**config.mk**
```make
export PLATFORM = sky130hd
export DESIGN_NAME = read_counter_ctl
export DESIGN_NICKNAME = d
export VERILOG_FILES = /design/src/rtl/read_counter_ctl.sv
export SDC_FILE = /design/constraint.sdc
export NUM_CORES = 1
export LEC_CHECK = 0
export ABC_CLOCK_PERIOD_IN_PS = 12390
export CORE_ASPECT_RATIO = 1.75
export CORE_UTILIZATION = 51
export DETAILED_ROUTE_END_ITERATION = 10
export PLACE_DENSITY = 0.77
export SLEW_MARGIN = 30
export SYNTH_ARGS = -nofsm -noshare
export SYNTH_HDL_FRONTEND = slang
export SYNTH_SLANG_ARGS = --single-unit
```
**constraint.sdc**
```tcl
create_clock -name clk -period 12.39 [get_ports clk]
set_input_delay 2.478 -clock clk [delete_from_list [all_inputs] [get_ports clk]]
set_output_delay 2.478 -clock clk [all_outputs]
set_load 0.02 [all_outputs]
```
**src/rtl/read_counter_ctl.sv**
```systemverilog
// read_counter_ctl: steps a 16-bit read counter from synchronised ternary error triggers and reports each step as a +/- pulse over a req/ack handshake
// Ports: clk, rst (sync, active-high); _TLF1H/_TLF1L/_TLF2H/_TLF2L async active-low triggers; zero clears counter state;
//        cdu_ack acknowledges the current pulse; angle counter value; _D15.._D21 active-low ladder drives (~angle[6:0]);
//        cdu_up/cdu_dn pulse requests; pend_ovf sticky pending-overflow flag.
module read_counter_ctl #(
    parameter int SLOW_DIV = 16,
    parameter int FAST_DIV = 2,
    parameter int PEND_MAX = 7
) (
    input  logic        clk,
    input  logic        rst,
    input  logic        _TLF1H,
    input  logic        _TLF1L,
    input  logic        _TLF2H,
    input  logic        _TLF2L,
    input  logic        zero,
    input  logic        cdu_ack,
    output logic [15:0] angle,
    output logic        _D15,
    output logic        _D16,
    output logic        _D17,
    output logic        _D18,
    output logic        _D19,
    output logic        _D20,
    output logic        _D21,
    output logic        cdu_up,
    output logic        cdu_dn,
    output logic        pend_ovf
);
    typedef enum logic [2:0] {M_IDLE, M_FUP, M_FDN, M_CUP, M_CDN} mode_e;
    typedef enum logic [1:0] {S_IDLE, S_REQ_UP, S_REQ_DN, S_GAP} hs_e;
    localparam logic [7:0] SLOW_M1 = 8'(SLOW_DIV - 1);
    localparam logic [7:0] FAST_M1 = 8'(FAST_DIV - 1);
    localparam logic signed [8:0] PMAX = 9'(PEND_MAX);
    logic [3:0] sync1_q, sync1_d, sync2_q, sync2_d;
    mode_e mode, mode_prev_q, mode_prev_d;
    hs_e state_q, state_d;
    logic [7:0] timer_q, timer_d, timer_eff, div_m1;
    logic signed [8:0] pend_q, pend_d, pend_post, pend_step;
    logic [15:0] angle_q, angle_d;
    logic ovf_q, ovf_d, up_q, up_d, dn_q, dn_d;
    logic f1h, f1l, f2h, f2l, active, dir_up, step, acked, room, take;
    assign {f1h, f1l, f2h, f2l} = ~sync2_q;
    assign angle = angle_q;
    assign {_D15, _D16, _D17, _D18, _D19, _D20, _D21} = ~angle_q[6:0];
    assign cdu_up = up_q;
    assign cdu_dn = dn_q;
    assign pend_ovf = ovf_q;
    always_comb begin
        sync1_d = {_TLF1H, _TLF1L, _TLF2H, _TLF2L};
        sync2_d = sync1_q;
        mode = (f2h && !f2l) ? M_CUP :
               (f2l && !f2h) ? M_CDN :
               (f1h && !f1l) ? M_FUP :
               (f1l && !f1h) ? M_FDN : M_IDLE;
        mode_prev_d = mode;
        div_m1 = (mode == M_CUP || mode == M_CDN) ? FAST_M1 : SLOW_M1;
        active = mode != M_IDLE;
        dir_up = mode == M_FUP || mode == M_CUP;
        // a mode change takes effect as a reload in the same clock, so the first step lands DIV clocks after the new mode appears
        timer_eff = (mode != mode_prev_q) ? div_m1 : timer_q;
        step = active && timer_eff == 8'd0;
        timer_d = !active ? 8'd0 : step ? div_m1 : timer_eff - 8'd1;
        acked = cdu_ack && (state_q == S_REQ_UP || state_q == S_REQ_DN);
        pend_post = pend_q + (!acked ? 9'sd0 : state_q == S_REQ_UP ? -9'sd1 : 9'sd1);
        pend_step = pend_post + (dir_up ? 9'sd1 : -9'sd1);
        room = pend_step <= PMAX && pend_step >= -PMAX;
        take = step && room;
        pend_d = take ? pend_step : pend_post;
        angle_d = !take ? angle_q : dir_up ? angle_q + 16'd1 : angle_q - 16'd1;
        ovf_d = ovf_q || (step && !room);
        state_d = state_q;
        // GAP decides the next request directly so back-to-back pulses cost two clocks
        if (state_q == S_IDLE || state_q == S_GAP)
            state_d = pend_q > 9'sd0 ? S_REQ_UP : pend_q < 9'sd0 ? S_REQ_DN : S_IDLE;
        else if (acked)
            state_d = S_GAP;
        if (zero) begin
            angle_d = 16'd0;
            pend_d = 9'sd0;
            state_d = S_IDLE;
            timer_d = 8'd0;
            ovf_d = 1'b0;
            mode_prev_d = M_IDLE;
        end
        up_d = state_d == S_REQ_UP;
        dn_d = state_d == S_REQ_DN;
    end
    always_ff @(posedge clk) begin
        if (rst) begin
            sync1_q <= 4'hF;
            sync2_q <= 4'hF;
            mode_prev_q <= M_IDLE;
            timer_q <= 8'd0;
            pend_q <= 9'sd0;
            angle_q <= 16'd0;
            state_q <= S_IDLE;
            ovf_q <= 1'b0;
            up_q <= 1'b0;
            dn_q <= 1'b0;
        end else begin
            sync1_q <= sync1_d;
            sync2_q <= sync2_d;
            mode_prev_q <= mode_prev_d;
            timer_q <= timer_d;
            pend_q <= pend_d;
            angle_q <= angle_d;
            state_q <= state_d;
            ovf_q <= ovf_d;
            up_q <= up_d;
            dn_q <= dn_d;
        end
    end
endmodule
```
==> impl_metrics.csv <==
group,metric,value,unit
sta,rsz0062_at_grt,"false",
placement,place_congestion,0.903,
sta,fmax,147,MHz
setup_path,path_delay_family,"compound AO/OA/AOI/OAI gates",
drt,wl_met3,242,um
die,core,0.00659,sq mm
grt,grt_max_degree,32,
drt,wirelength,8.22,mm
cts,clock_latency,0.30,ns
drt,highest_layer,"met4",
layout,layout_commonest_cell,"dfxtp_1",
yosys,ys_types,55,
setup_path,r2r_cells,20,
yosys,ys_seq_area_frac,0.280,
cts,cts_hold_repair.buffers,0,
yosys,synthMuxAreaShare,0.0153,
yosys,synthAdderAreaFrac,0.149,
yosys,async_flop_share,0,
yosys,syn_inst,422,
setup_path,worstReg2RegEnd,"pend_q[1]",
yosys,synth_ff_type,"dfxtp_1",
setup_path,path_max_fanout,18,
die,boundaryPins,34,
sta,setup_tns,0,ns
sta,finalMaxSlewViolations,0,
power_and_ir_drop,finalPower,0.448,mW
layout,drive_gt1_frac,0.0644,
power_and_ir_drop,power.leakage,1.66,nW
hold_path,hp-start,"sync1_q[0]",
drt,drtIter0Drc,144,
yosys,syn_avg_cell_area,8.31,sq um
cts,clockBufferDepth,2,
grt,antenna_found_initial,0,
setup_path,critPathMostFrequentCell,"a21oi_1",
sta,worstMarginPinSlew,0.937,ns
sta,fin_crit,6.80,ns
grt,track_usage,0.240,
placement,port_buffers,33,
yosys,synth_top_family_by_area,"compound AO/OA/AOI/OAI gates",
yosys,synthesis.nets,470,
sta,setup_violations,0,
power_and_ir_drop,p_sw_frac,0.348,
drt,wl_met2,4.48,mm
yosys,synth-compound-area-share,0.221,
setup_path,crit_path_start_kind,"primary input",
die,start_util,0.532,
cts,cts.sinks,49,
die,die_x,64.7,um
drt,drt-met1-wl,3.25,mm
hold_path,hold_depth,1,
drt,dr.pass1.iters,5,
cts,cts_buffers,5,
hold_path,min_to,"sync2_q[0]",
job,maxCapViolCount,0,
setup_path,cp.arrival,7.00,ns
cts,post_cts_buffers,0,
sta,hold_viol,0,
die,fp.dieArea,0.00722,sq mm
drt,via_count,3177,
setup_path,critical_path_buf_inv_count,2,
sta,relSlewSlack,0.363,
grt,grt_pass1_wl,13.6,mm
power_and_ir_drop,p_switching,0.156,mW
status,status,"complete, no violations",
die,die_h,112,um
die,core.rowCount,39,
drt,antenna_left,0,
cts,cts_root_buf,"clkbuf_16",
grt,globalRouteOverflowTotal,0,
setup_path,required,12.59,ns
yosys,synthSimpleGateAreaFrac,0.211,
yosys,ys_ff_latch,49,
sta,fin_crit_sh,0.549,
setup_path,path_class,"primary input to register",
drt,wire_per_inst,15.4,um
power_and_ir_drop,p_clk_frac,0.311,
yosys,synth_area,0.00351,sq mm
layout,area_growth,15.0,%
power_and_ir_drop,power_frac_comb,0.319,
hold_path,holdCritPathClass,"register to register",
cts,cts_max_level,2,
grt,grt_pass1_vias,3244,
cts,cts.reportedPaths.clkPinSlew,0.07,ns
yosys,synth-xor-area-share,0.0785,
layout,final_cell_mix,"dfxtp_1, a21oi_1, ha_1, o21ai_0, clkdlybuf4s50_1",
cts,cts_tree,"done",
power_and_ir_drop,intPower,0.292,mW
placement,dp_hpwl,5.99,mm
layout,n_antenna_cell,0,
power_and_ir_drop,power_density,111,mW/mm^2
setup_path,crit_path_cell_trace,"clkdlybuf4s50_1 -> nand2_1 -> inv_1 -> ha_1 -> a21o_1 -> a21oi_1 -> o21bai_1 -> a21oi_1 -> xnor2_1 -> ha_1 -> or3_1 -> o211ai_1 -> xor2_1 -> nand4bb_1 -> mux2i_2 -> a21oi_1 -> a311oi_1",
setup_path,r2r-start,"state_q[0]",
setup_path,r2r_setup_slack,7.66,ns
yosys,synth_warnings,0,
layout,nets,497,
sta,clock_skew,0.00875,ns
power_and_ir_drop,power_frac_seq,0.370,
power_and_ir_drop,irDropWorstVdd,0.0664,mV
setup_path,crit_slowest_cell,"mux2i_2",
yosys,synth_edf_count,0,
drt,drc,0,
drt,viasPerCell,5.97,
setup_path,worst_path_largest_cell_delay,0.77,ns
setup_path,cp-end-kind,"register",
cts,cts_resized,0,
-- layout make-up --
cell class                 count  area (sq um)
multi-input combinational    331          2360
tap                           82           103
clock inverter                 2          13.8
timing repair buffer          34           338
clock buffer                   6           129
sequential                    49           981
inverter                      28           105
fill                         610          2550
-- through the flow --
step | hold WS (ns) | setup slack [ns] | instance area, sq um | cells | util
after floorplan | 0.389 | 6.48 | 3510 | 422 | -
after global placement | 0.392 | 5.48 | 3890 | 524 | 0.591
after detailed placement | 0.399 | 5.30 | 3890 | 524 | 0.591
after CTS | 0.416 | 5.60 | 4030 | 532 | 0.612
after global routing | 0.435 | 5.29 | 4030 | 532 | 0.612
final | 0.413 | 5.59 | 4030 | 532 | 0.612
-- per-layer routing --
metal | track usage | vias to the layer above
met2 | 0.454 | 64
met5 | 0 | -
li1 | - | 1576
met1 | 0.237 | 1516
met3 | 0.0400 | 21
met4 | 0.132 | 0
-- worst max path at each step --
stage,to,from,slack (ns),depth (start not counted)
4_1_cts,pend_q[1],cdu_ack,5.60,17
3_5_place_dp,pend_q[1],cdu_ack,5.30,17
3_3_place_gp,pend_q[1],cdu_ack,5.48,17
2_1_floorplan,angle[4],cdu_ack,6.48,17
6_report,pend_q[1],cdu_ack,5.59,17
5_1_grt,pend_q[1],cdu_ack,5.29,18
-- worst reg2reg max path: stages (launching register included) --
cell and delay, ns:
dfxtp_1 0.36, inv_1 0.06, ha_1 0.34, nor2b_1 0.15, ha_1 0.19, inv_1 0.06
fa_1 0.40, nor2b_1 0.17, nor2_1 0.05, nor2_1 0.08, nor2_1 0.05, xnor2_1 0.18
ha_1 0.33, and3_1 0.21, a21oi_1 0.20, and4_1 0.25, o21ai_0 0.09, nand4bb_1 0.23
mux2i_2 0.77, a21oi_1 0.16, a311oi_1 0.28
-- registers in the layout, indices dropped and copies added (netlist names) --
name / count
sync1_q: 4
sync2_q: 4
pend_q: 9
timer_q: 8
cdu_dn: 1
state_q: 2
cdu_up: 1
mode_prev_q: 3
pend_ovf: 1
angle: 16
-- cells in the mapped netlist, types with 3 or more instances --
| cell | n | area share |
|---|---|---|
| or2_2 | 13 | 0.023 |
| and3_1 | 6 | 0.011 |
| and2_1 | 3 | 0.0054 |
| o21ai_0 | 36 | 0.051 |
| ha_1 | 37 | 0.13 |
| nand3_1 | 19 | 0.027 |
| xnor2_1 | 16 | 0.040 |
| nand2_1 | 13 | 0.014 |
| buf_2 | 3 | 0.0043 |
| o21a_1 | 7 | 0.015 |
| nand2b_1 | 3 | 0.0054 |
| nand4b_1 | 3 | 0.0075 |
| a31oi_1 | 6 | 0.011 |
| fa_1 | 3 | 0.017 |
| nor4_1 | 6 | 0.011 |
| o21bai_1 | 3 | 0.0064 |
| or3_1 | 9 | 0.016 |
| a21o_1 | 7 | 0.015 |
| nor2_1 | 23 | 0.025 |
| dfxtp_1 | 49 | 0.28 |
| xor2_1 | 11 | 0.027 |
| a211oi_1 | 3 | 0.0064 |
| o2111ai_1 | 5 | 0.012 |
| clkbuf_1 | 11 | 0.012 |
| nor2b_1 | 7 | 0.012 |
| o211ai_1 | 5 | 0.011 |
| a21oi_1 | 47 | 0.067 |
| nor3_1 | 9 | 0.013 |
| inv_1 | 28 | 0.030 |
-- kinds of logic (layout without fill, tap and decap cells) --
kind of cell,count (synthesis),in the layout
flops,49,49
buf+inv,42,70
xor+xnor,29,29
fa+ha+maj,40,40
compound gates,128,128
mux,4,4
simple gates,130,130
-- power by group through the flow --
stage	Clock, mW	Combinational (mW)	Sequential [mW]
4_1_cts	0.141	0.141	0.166
3_3_place_gp	0	0.137	0.169
6_report	0.139	0.143	0.166
2_1_floorplan	0	0.109	0.170
3_5_place_dp	0	0.140	0.169
5_1_grt	0.147	0.157	0.167
(Power assumes the default switching activity.)
